--- src/rtl/type_char_encoder.sv ---
// ASCII instruction-type token parser: turns "R", "I", "IL", ... byte tokens
// back into 7-bit RISC-V opcodes, one registered result per token.
module type_char_encoder #(
  parameter bit CASE_FOLD = 1'b1,
  parameter int CNT_W     = 16
) (
  input  logic             clk,
  input  logic             rst_n,
  input  logic [7:0]       in_data,
  input  logic             in_valid,
  output logic             in_ready,
  output logic [6:0]       opcode,
  output logic             out_err,
  output logic             out_valid,
  input  logic             out_ready,
  output logic [CNT_W-1:0] tok_count,
  output logic [CNT_W-1:0] err_count
);

  localparam logic [7:0] CH_R = 8'h52;
  localparam logic [7:0] CH_I = 8'h49;
  localparam logic [7:0] CH_S = 8'h53;
  localparam logic [7:0] CH_B = 8'h42;
  localparam logic [7:0] CH_J = 8'h4A;
  localparam logic [7:0] CH_U = 8'h55;
  localparam logic [7:0] CH_L = 8'h4C;
  localparam logic [7:0] CH_0 = 8'h00;

  typedef enum logic [2:0] {
    IDLE,
    GOT1,
    GOT2,
    FLUSH,
    OUT
  } state_t;

  state_t     state;
  state_t     state_nx;
  logic [7:0] c0;
  logic [7:0] c1;
  logic [7:0] c0_nx;
  logic [7:0] c1_nx;
  logic [7:0] ch;
  logic       acc;
  logic       term;
  logic       first_ok;
  logic       second_ok;
  logic       emit;
  logic [7:0] emit_res;

  // Result byte: bit 7 is the error flag, bits 6:0 the opcode.
  function automatic logic [7:0] decode(
    input logic [7:0] a,
    input logic [7:0] b
  );
    logic [7:0] r;
    case ({a, b})
      {CH_R, CH_0}: r = {1'b0, 7'b0110011};
      {CH_I, CH_0}: r = {1'b0, 7'b0010011};
      {CH_I, CH_L}: r = {1'b0, 7'b0000011};
      {CH_S, CH_0}: r = {1'b0, 7'b0100011};
      {CH_B, CH_0}: r = {1'b0, 7'b1100011};
      {CH_J, CH_0}: r = {1'b0, 7'b1101111};
      {CH_I, CH_J}: r = {1'b0, 7'b1100111};
      {CH_U, CH_0}: r = {1'b0, 7'b0110111};
      default:      r = {1'b1, 7'b0000000};
    endcase
    return r;
  endfunction

  always_comb begin
    ch = in_data;
    if (CASE_FOLD && in_data >= 8'h61 && in_data <= 8'h7A) begin
      ch = in_data - 8'h20;
    end
  end

  assign acc  = in_valid & in_ready;
  assign term = (ch == 8'h20) || (ch == 8'h09) ||
                (ch == 8'h0D) || (ch == 8'h0A) ||
                (ch == 8'h2C);

  assign first_ok = (ch == CH_R) || (ch == CH_I) ||
                    (ch == CH_S) || (ch == CH_B) ||
                    (ch == CH_J) || (ch == CH_U);

  assign second_ok = (c0 == CH_I) &&
                     ((ch == CH_L) || (ch == CH_J));

  always_ff @(posedge clk or negedge rst_n) begin
    if (!rst_n) begin
      state <= IDLE;
    end else begin
      state <= state_nx;
    end
  end

  always_comb begin
    state_nx = state;
    c0_nx    = c0;
    c1_nx    = c1;
    emit     = 1'b0;
    emit_res = 8'h00;
    unique case (state)
      IDLE: begin
        if (acc) begin
          unique case (1'b1)
            term: state_nx = IDLE;
            first_ok: begin
              c0_nx    = ch;
              state_nx = GOT1;
            end
            default: state_nx = FLUSH;
          endcase
        end
      end
      GOT1: begin
        if (acc) begin
          unique case (1'b1)
            term: begin
              emit     = 1'b1;
              emit_res = decode(c0, CH_0);
              state_nx = OUT;
            end
            second_ok: begin
              c1_nx    = ch;
              state_nx = GOT2;
            end
            default: state_nx = FLUSH;
          endcase
        end
      end
      GOT2: begin
        if (acc) begin
          if (term) begin
            emit     = 1'b1;
            emit_res = decode(c0, c1);
            state_nx = OUT;
          end else begin
            state_nx = FLUSH;
          end
        end
      end
      FLUSH: begin
        if (acc && term) begin
          emit     = 1'b1;
          emit_res = {1'b1, 7'b0000000};
          state_nx = OUT;
        end
      end
      OUT: begin
        if (out_ready) begin
          state_nx = IDLE;
        end
      end
      default: state_nx = IDLE;
    endcase
  end

  always_comb begin
    in_ready  = (state != OUT);
    out_valid = (state == OUT);
  end

  always_ff @(posedge clk or negedge rst_n) begin
    if (!rst_n) begin
      c0      <= 8'h00;
      c1      <= 8'h00;
      opcode  <= 7'b0000000;
      out_err <= 1'b0;
    end else begin
      c0 <= c0_nx;
      c1 <= c1_nx;
      if (emit) begin
        opcode  <= emit_res[6:0];
        out_err <= emit_res[7];
      end
    end
  end

  // Counters stick at all-ones instead of wrapping.
  always_ff @(posedge clk or negedge rst_n) begin
    if (!rst_n) begin
      tok_count <= '0;
      err_count <= '0;
    end else if (emit) begin
      if (tok_count != '1) begin
        tok_count <= tok_count + 1'b1;
      end
      if (emit_res[7] && err_count != '1) begin
        err_count <= err_count + 1'b1;
      end
    end
  end

endmodule

--- config.mk ---
export PLATFORM = sky130hd
export DESIGN_NAME = type_char_encoder
export DESIGN_NICKNAME = d
export VERILOG_FILES = /design/src/rtl/type_char_encoder.sv
export SDC_FILE = /design/constraint.sdc
export NUM_CORES = 1
export LEC_CHECK = 0
export BUFFER_PORTS_ARGS = -buffer_cell sky130_fd_sc_hd__buf_2
export CAP_MARGIN = 20
export CORE_ASPECT_RATIO = 1.75
export CORE_MARGIN = 1
export CORE_UTILIZATION = 40
export DETAILED_ROUTE_END_ITERATION = 10
export PLACE_DENSITY = 0.69
export SYNTH_ARGS = -nofsm -noshare
export SYNTH_HDL_FRONTEND = slang
export SYNTH_SLANG_ARGS = --single-unit
--- constraint.sdc ---
create_clock -name clk -period 2.45 [get_ports clk]
set_input_delay 0.1225 -clock clk [delete_from_list [all_inputs] [get_ports clk]]
set_output_delay 0.1225 -clock clk [all_outputs]
set_load 0.02 [all_outputs]
Word level (Yosys, flattened, before mapping)
Index checks and enable logic that the tools add are counted.
Widths: inputs -> output; s select.
{"block": "classes", "n_addsub": 3, "magnitude_cmp": 2, "eq_ne": 38, "muxes": 22, "bitwise": 1, "reduce_logical": 21}
{"cell": "$eq 16x15->1 const B", "n": 8}
{"cell": "$eq 8x7->1 const B", "n": 13}
{"cell": "$pmux 8 s8", "n": 1}
{"cell": "$mux 8", "n": 6}
{"cell": "$pmux 8 s6", "n": 1}
{"cell": "$add 16x1->16 const B", "n": 2}
{"cell": "$ne 16x16->1 const B", "n": 2}
{"cell": "$eq 8x4->1 const B", "n": 3}
{"cell": "$pmux 8 s3", "n": 1}
{"cell": "$mux 3", "n": 6}
{"cell": "$eq 8x6->1 const B", "n": 2}
{"cell": "$pmux 3 s5", "n": 1}
{"cell": "$logic_or 1x1->1", "n": 10}
{"cell": "$ge 8x7->1 const B", "n": 1}
{"cell": "$le 8x7->1 const B", "n": 1}
{"cell": "$ne 2x2->1 const B", "n": 4}
{"cell": "$sub 8x6->8 const B", "n": 1}
{"cell": "$eq 3x2->1 const B", "n": 2}
{"cell": "$pmux 3 s2", "n": 1}
{"cell": "$reduce_and 3->1", "n": 2}
{"cell": "$reduce_and 5->1", "n": 1}
{"cell": "$logic_and 1x1->1", "n": 4}
{"cell": "$pmux 2 s2", "n": 1}
{"cell": "$reduce_and 2->1", "n": 2}
{"cell": "9 further kinds", "n": 11}
{"block": "totals", "ff_bits": 59, "in_bits": 12, "out_inout_bits": 42}

Depth between registers and ports, before layout
{"block": "logic_depth", "depth_word": 13, "mapped_depth": 9, "mapped_depth_nobuf": 8}

Least setup slack after synthesis
Ideal clock, no wire load.
{"block": "synth_path", "path_kind": "register -> register", "startpoint": "register c1[1]", "endpoint": "register err_count[1]", "setup_time_ns": 0.128, "arrival_ns": 2.210, "setup_slack_ns": 0.112, "stages_incl_launch_ff": 8, "n_path_buf": 1, "synth_period_minus_slack_ns": 2.338, "path_cell_list": "dfrtp_1 > or4_4 > nor4_2 > o221ai_1 > and4b_4 > o2111ai_4 > buf_6 > mux2_1"}
{"block": "synth_between", "elab_chain_cells": 7, "elab_cells_between_ends": 14, "cone_classes": "eq/ne (8); mux (4); reduce/logical (2)"}
{"element": "start, declared", "line": "40", "source": "logic [7:0] c1;"}
{"element": "start signal, assigned", "line": "173", "source": "c1 <= c1_nx;"}
{"element": "$eq 16x15->1", "line": "57", "source": "case ({a, b})"}
{"element": "$pmux 8 s8 (*)", "line": "57"}
{"element": "$mux 8 (*)", "line": "135", "source": "if (term) begin"}
{"element": "$mux 8 (*)", "line": "134", "source": "if (acc) begin"}
{"element": "$pmux 8 s3 (*)", "line": "104", "source": "unique case (state)"}
{"element": "$logic_and 1x1->1 (*)", "line": "190", "source": "if (emit_res[7] && err_count != '1) begin"}
{"element": "$reduce_and 2->1 (no line) (*)"}
{"element": "end signal, assigned", "line": "191", "source": "err_count <= err_count + 1'b1;"}
{"element": "end, declared", "line": "17", "source": "output logic [CNT_W-1:0] err_count"}
Every way passes the cells marked *; elsewhere a longest branch is shown, timed or not.
A chain may end at the register's enable or synchronous reset.

Final worst setup path
{"block": "layout_path", "startpoint": "register c0[5]", "endpoint": "register c1[1]"}
{"block": "layout_between", "elab_chain_cells": 3}
{"element": "start, declared", "line": "39", "source": "logic [7:0] c0;"}
{"element": "start signal, assigned", "line": "172", "source": "c0 <= c0_nx;"}
{"element": "$eq 8x7->1", "line": "87", "source": "assign second_ok = (c0 == CH_I) &&"}
{"element": "$logic_and 1x1->1", "line": "87"}
{"element": "$reduce_and 3->1 (no line)"}
No other way between the ends.

==> impl_metrics.ini <==
[clocking]
worst_setup_hold_path_clk_slew_ns = 0.05
clock_insertion_delay_worst_skew_ns = 0.32
clock_sink_count = 58
cts_root_buffer = clkbuf_16
cts_inserted_buffers = 9
cts_tree = done
htree_levels = 3
max_buffers_root_to_sink = 2

[timing]
setup_repair_after_global_routing_missed_its_margin = true
final_max_slew_viol_count = 0
fin_worst_hold_slack_ns = 0.126
final.min_clock_period_ns = 2.37
worst_slew_margin_rel = 0.519
worst_slew_pin_slew_ns = 0.722
setup_tns_ns = 0
timing_hold_violations_final = 0
min_period_over_period = 0.967
worst_clock_skew_ns = 0.00427
max_clock_freq_mhz = 422
finalSetupViolCount = 0

[yosys]
mappedNetlistArea_mm2 = 0.00314
ys_async_sr_fraction = 1.00
avgSynthCellArea_um2 = 10.1
synthDistinctLibCells = 56
synthesis.yosys.warnings = 0
synthesis.nets = 326
synth_cells = 311
synth_seq_cells = 58
synth_flop_cell = dfrtp_1
synth_enable_flop_cells = 0
seq_area_frac_synth = 0.463

[critical_path]
timing.critical_path.from = c0[5]$_DFFE_PN0P_
critPathMaxFanout = 8
critical_path.startpoint_type = register
critPathRequiredTime_ns = 2.65
timing.critical_path.max_delay_family = simple AND/OR/NAND/NOR gates
timing.critical_path.slowest_cell_delay_ns = 0.72
timing.critical_path.cells = buf_4, nor3b_2, nand4_1, buf_4, or4_1, mux2_2
timing.critical_path.mode_cell = buf_4
worst-setup-path-type = reg -> reg
worstPathBufferInverterCount = 2
setup.worst_path.end_class = register
critical_path.slowest_cell = or4_1
cp.arrival_ns = 2.57
crit-reg2reg-launch = c0[5]$_DFFE_PN0P_

[layout]
stdcell_count = 480
layout_commonest_cell = dfrtp_1
post_route_cells_drive_above_1_share = 0.304
antenna_cells = 0
nets = 403
commonest_cells_after_routing_fill_and_taps_aside = dfrtp_1 (58), buf_2 (53), nand2_1 (24), xor2_1 (24), buf_4 (23)
syn2layout_area_growth_pct = 25.4
final_design_area_no_fill_mm2 = 0.00393

[floorplanning]
num_rows = 42
starting_density = 0.415
floorplan.die.height_um = 119
placeable_core_region_mm2 = 0.00757
number_of_top_level_design_ports = 54
die_area_mm2 = 0.00821
dieWidth_um = 68.9

[pwr]
power-per-cell-area_mw_per_mm2 = 610
leakage_power_figure_nw = 1.95
design_power_total_mw = 2.40
worst_ir_drop_vdd_mv = 0.497

[placed_design]
placement.cell_area_mm2 = 0.00360
portBuffers = 53
half_perimeter_wire_length_of_the_detailed_placement_result_mm = 5.38
dpl.cell_count = 460
gp_routability_congestion = 0.881

[drt]
drc = 0
wirelength_mm = 7.24
avgViaCountPerCell = 5.37
topRoutingLayerUsed = met4
drtIter0Drc = 71
detailed_routing_iteration_count_for_the_pre_antenna_repair_pass = 4
dr_total_vias = 2577
detail-route-antenna-nets = 0
met2_wirelength_mm = 3.90
met3RoutedLength_um = 295
wl_met1_mm = 2.79
drt-wirelength-per-cell_um = 15.1

[status]
outcome = completed

[flow_run]
max_cap_violations = 0

[grt]
grt_max_degree = 59
grtUsageTotal = 0.200
grt-ovfl-total = 0
grt_first_pass_wirelength_mm = 12.1
first_global_vias = 2601
antenna_violations_before_repair = 0

[min_path]
worst_hold_startpoint = in_valid
min_path_type = in -> reg
[tightest hold or removal path, cell delays in order]
cell,delay (ns)
buf_2,0.13
nand3b_1,0.09
a21oi_1,0.06
[cells in the mapped netlist, drive strengths merged (2+ instances only)]
cell type,instances,area [µm²]
o41ai,2,17.5
nand3,15,80.1
a31oi,4,25.0
and3b,2,17.5
nor3,23,145
o2111ai,2,35.0
and2,6,37.5
buf,7,43.8
xnor2,8,70.1
and3,2,12.5
xor2,24,210
nand3b,6,45.0
o21ai,7,35.0
nor2b,4,25.0
ha,3,37.5
nor3b,2,20.0
o21bai,2,15.0
a2bb2oi,2,23.8
mux2,11,124
dfrtp,58,1450
or3,3,18.8
inv,13,48.8
nand2b,15,93.8
a211oi,2,15.0
nor4,8,62.6
and4,3,26.3
nand4,3,18.8
a21oi,5,25.0
clkbuf,5,18.8
nand2,24,90.1
nor2,22,82.6
or4,4,37.5
[metal layers]
metal  global-route usage  vias up
li1                     -     1247
met5                    0        -
met1                0.225     1249
met4                0.106        0
met2                0.334       61
met3               0.0460       20
[sequential cells by signal, indices dropped and copies added (netlist names)]
register	count
opcode	6
c1	8
err_count	16
tok_count	16
state	3
out_err	1
c0	8
[worst paths after layout]
path	to	slack, ns	cells past startpoint
max in group asynchronous	c0[1]$_DFFE_PN0P_	1.49	3
max	c1[1]$_DFFE_PN0P_	0.08	6
min reg2reg	tok_count[11]$_DFFE_PN0P_	0.49	1
min in group asynchronous	tok_count[0]$_DFFE_PN0P_	0.47	3
min	state[1]$_DFFE_PN0P_	0.13	3
max reg2reg	c1[1]$_DFFE_PN0P_	0.08	6
[cell families after synthesis]
family	after synthesis	synth area share
AND/OR/NAND/NOR	147	0.275
buffers and inverters	25	0.0355
multiplexers	12	0.0427
XOR/XNOR	32	0.0894
AO/OA/AOI/OAI	34	0.0830
flip-flops	58	0.463
adder cells (fa/ha/maj)	3	0.0120
[power by group]
part | switching (mW) | leakage (nW) | internal, mW
Clock | 0.390 | 0.138 | 0.725
Sequential | 0.0378 | 0.776 | 0.996
Combinational | 0.150 | 1.04 | 0.0997
Total | 0.578 | 1.95 | 1.82
[repair_timing]
action | 4_1_cts | 5_1_grt
hold buffers | 2 | 0
hold endpoints to repair | 59 | 0
setup endpoints to repair | 4 | 8
setup buffers | 3 | 0
gates resized for setup | 1 | 3
pin swaps | 1 | 0
gates cloned | 0 | 0
[layout make-up]
type	count	area (µm²)
well taps	88	110
fillers	721	3630
inverters	13	48.8
flip-flops and latches	58	1450
clock buffers	12	256
clock inverters	3	15.0
repair buffers	78	458
multi-input cells	228	1590
[stage by stage]
stage / setup WS [ns] / utilization
final: 0.0817 / 0.520
after global routing: -0.0105 / 0.520
after CTS: 0.0543 / 0.518
after detailed placement: -0.0132 / 0.476
after global placement: 0.0719 / 0.476
after floorplan: 0.112 / -
Note: power is estimated with default switching activity, not from simulation.
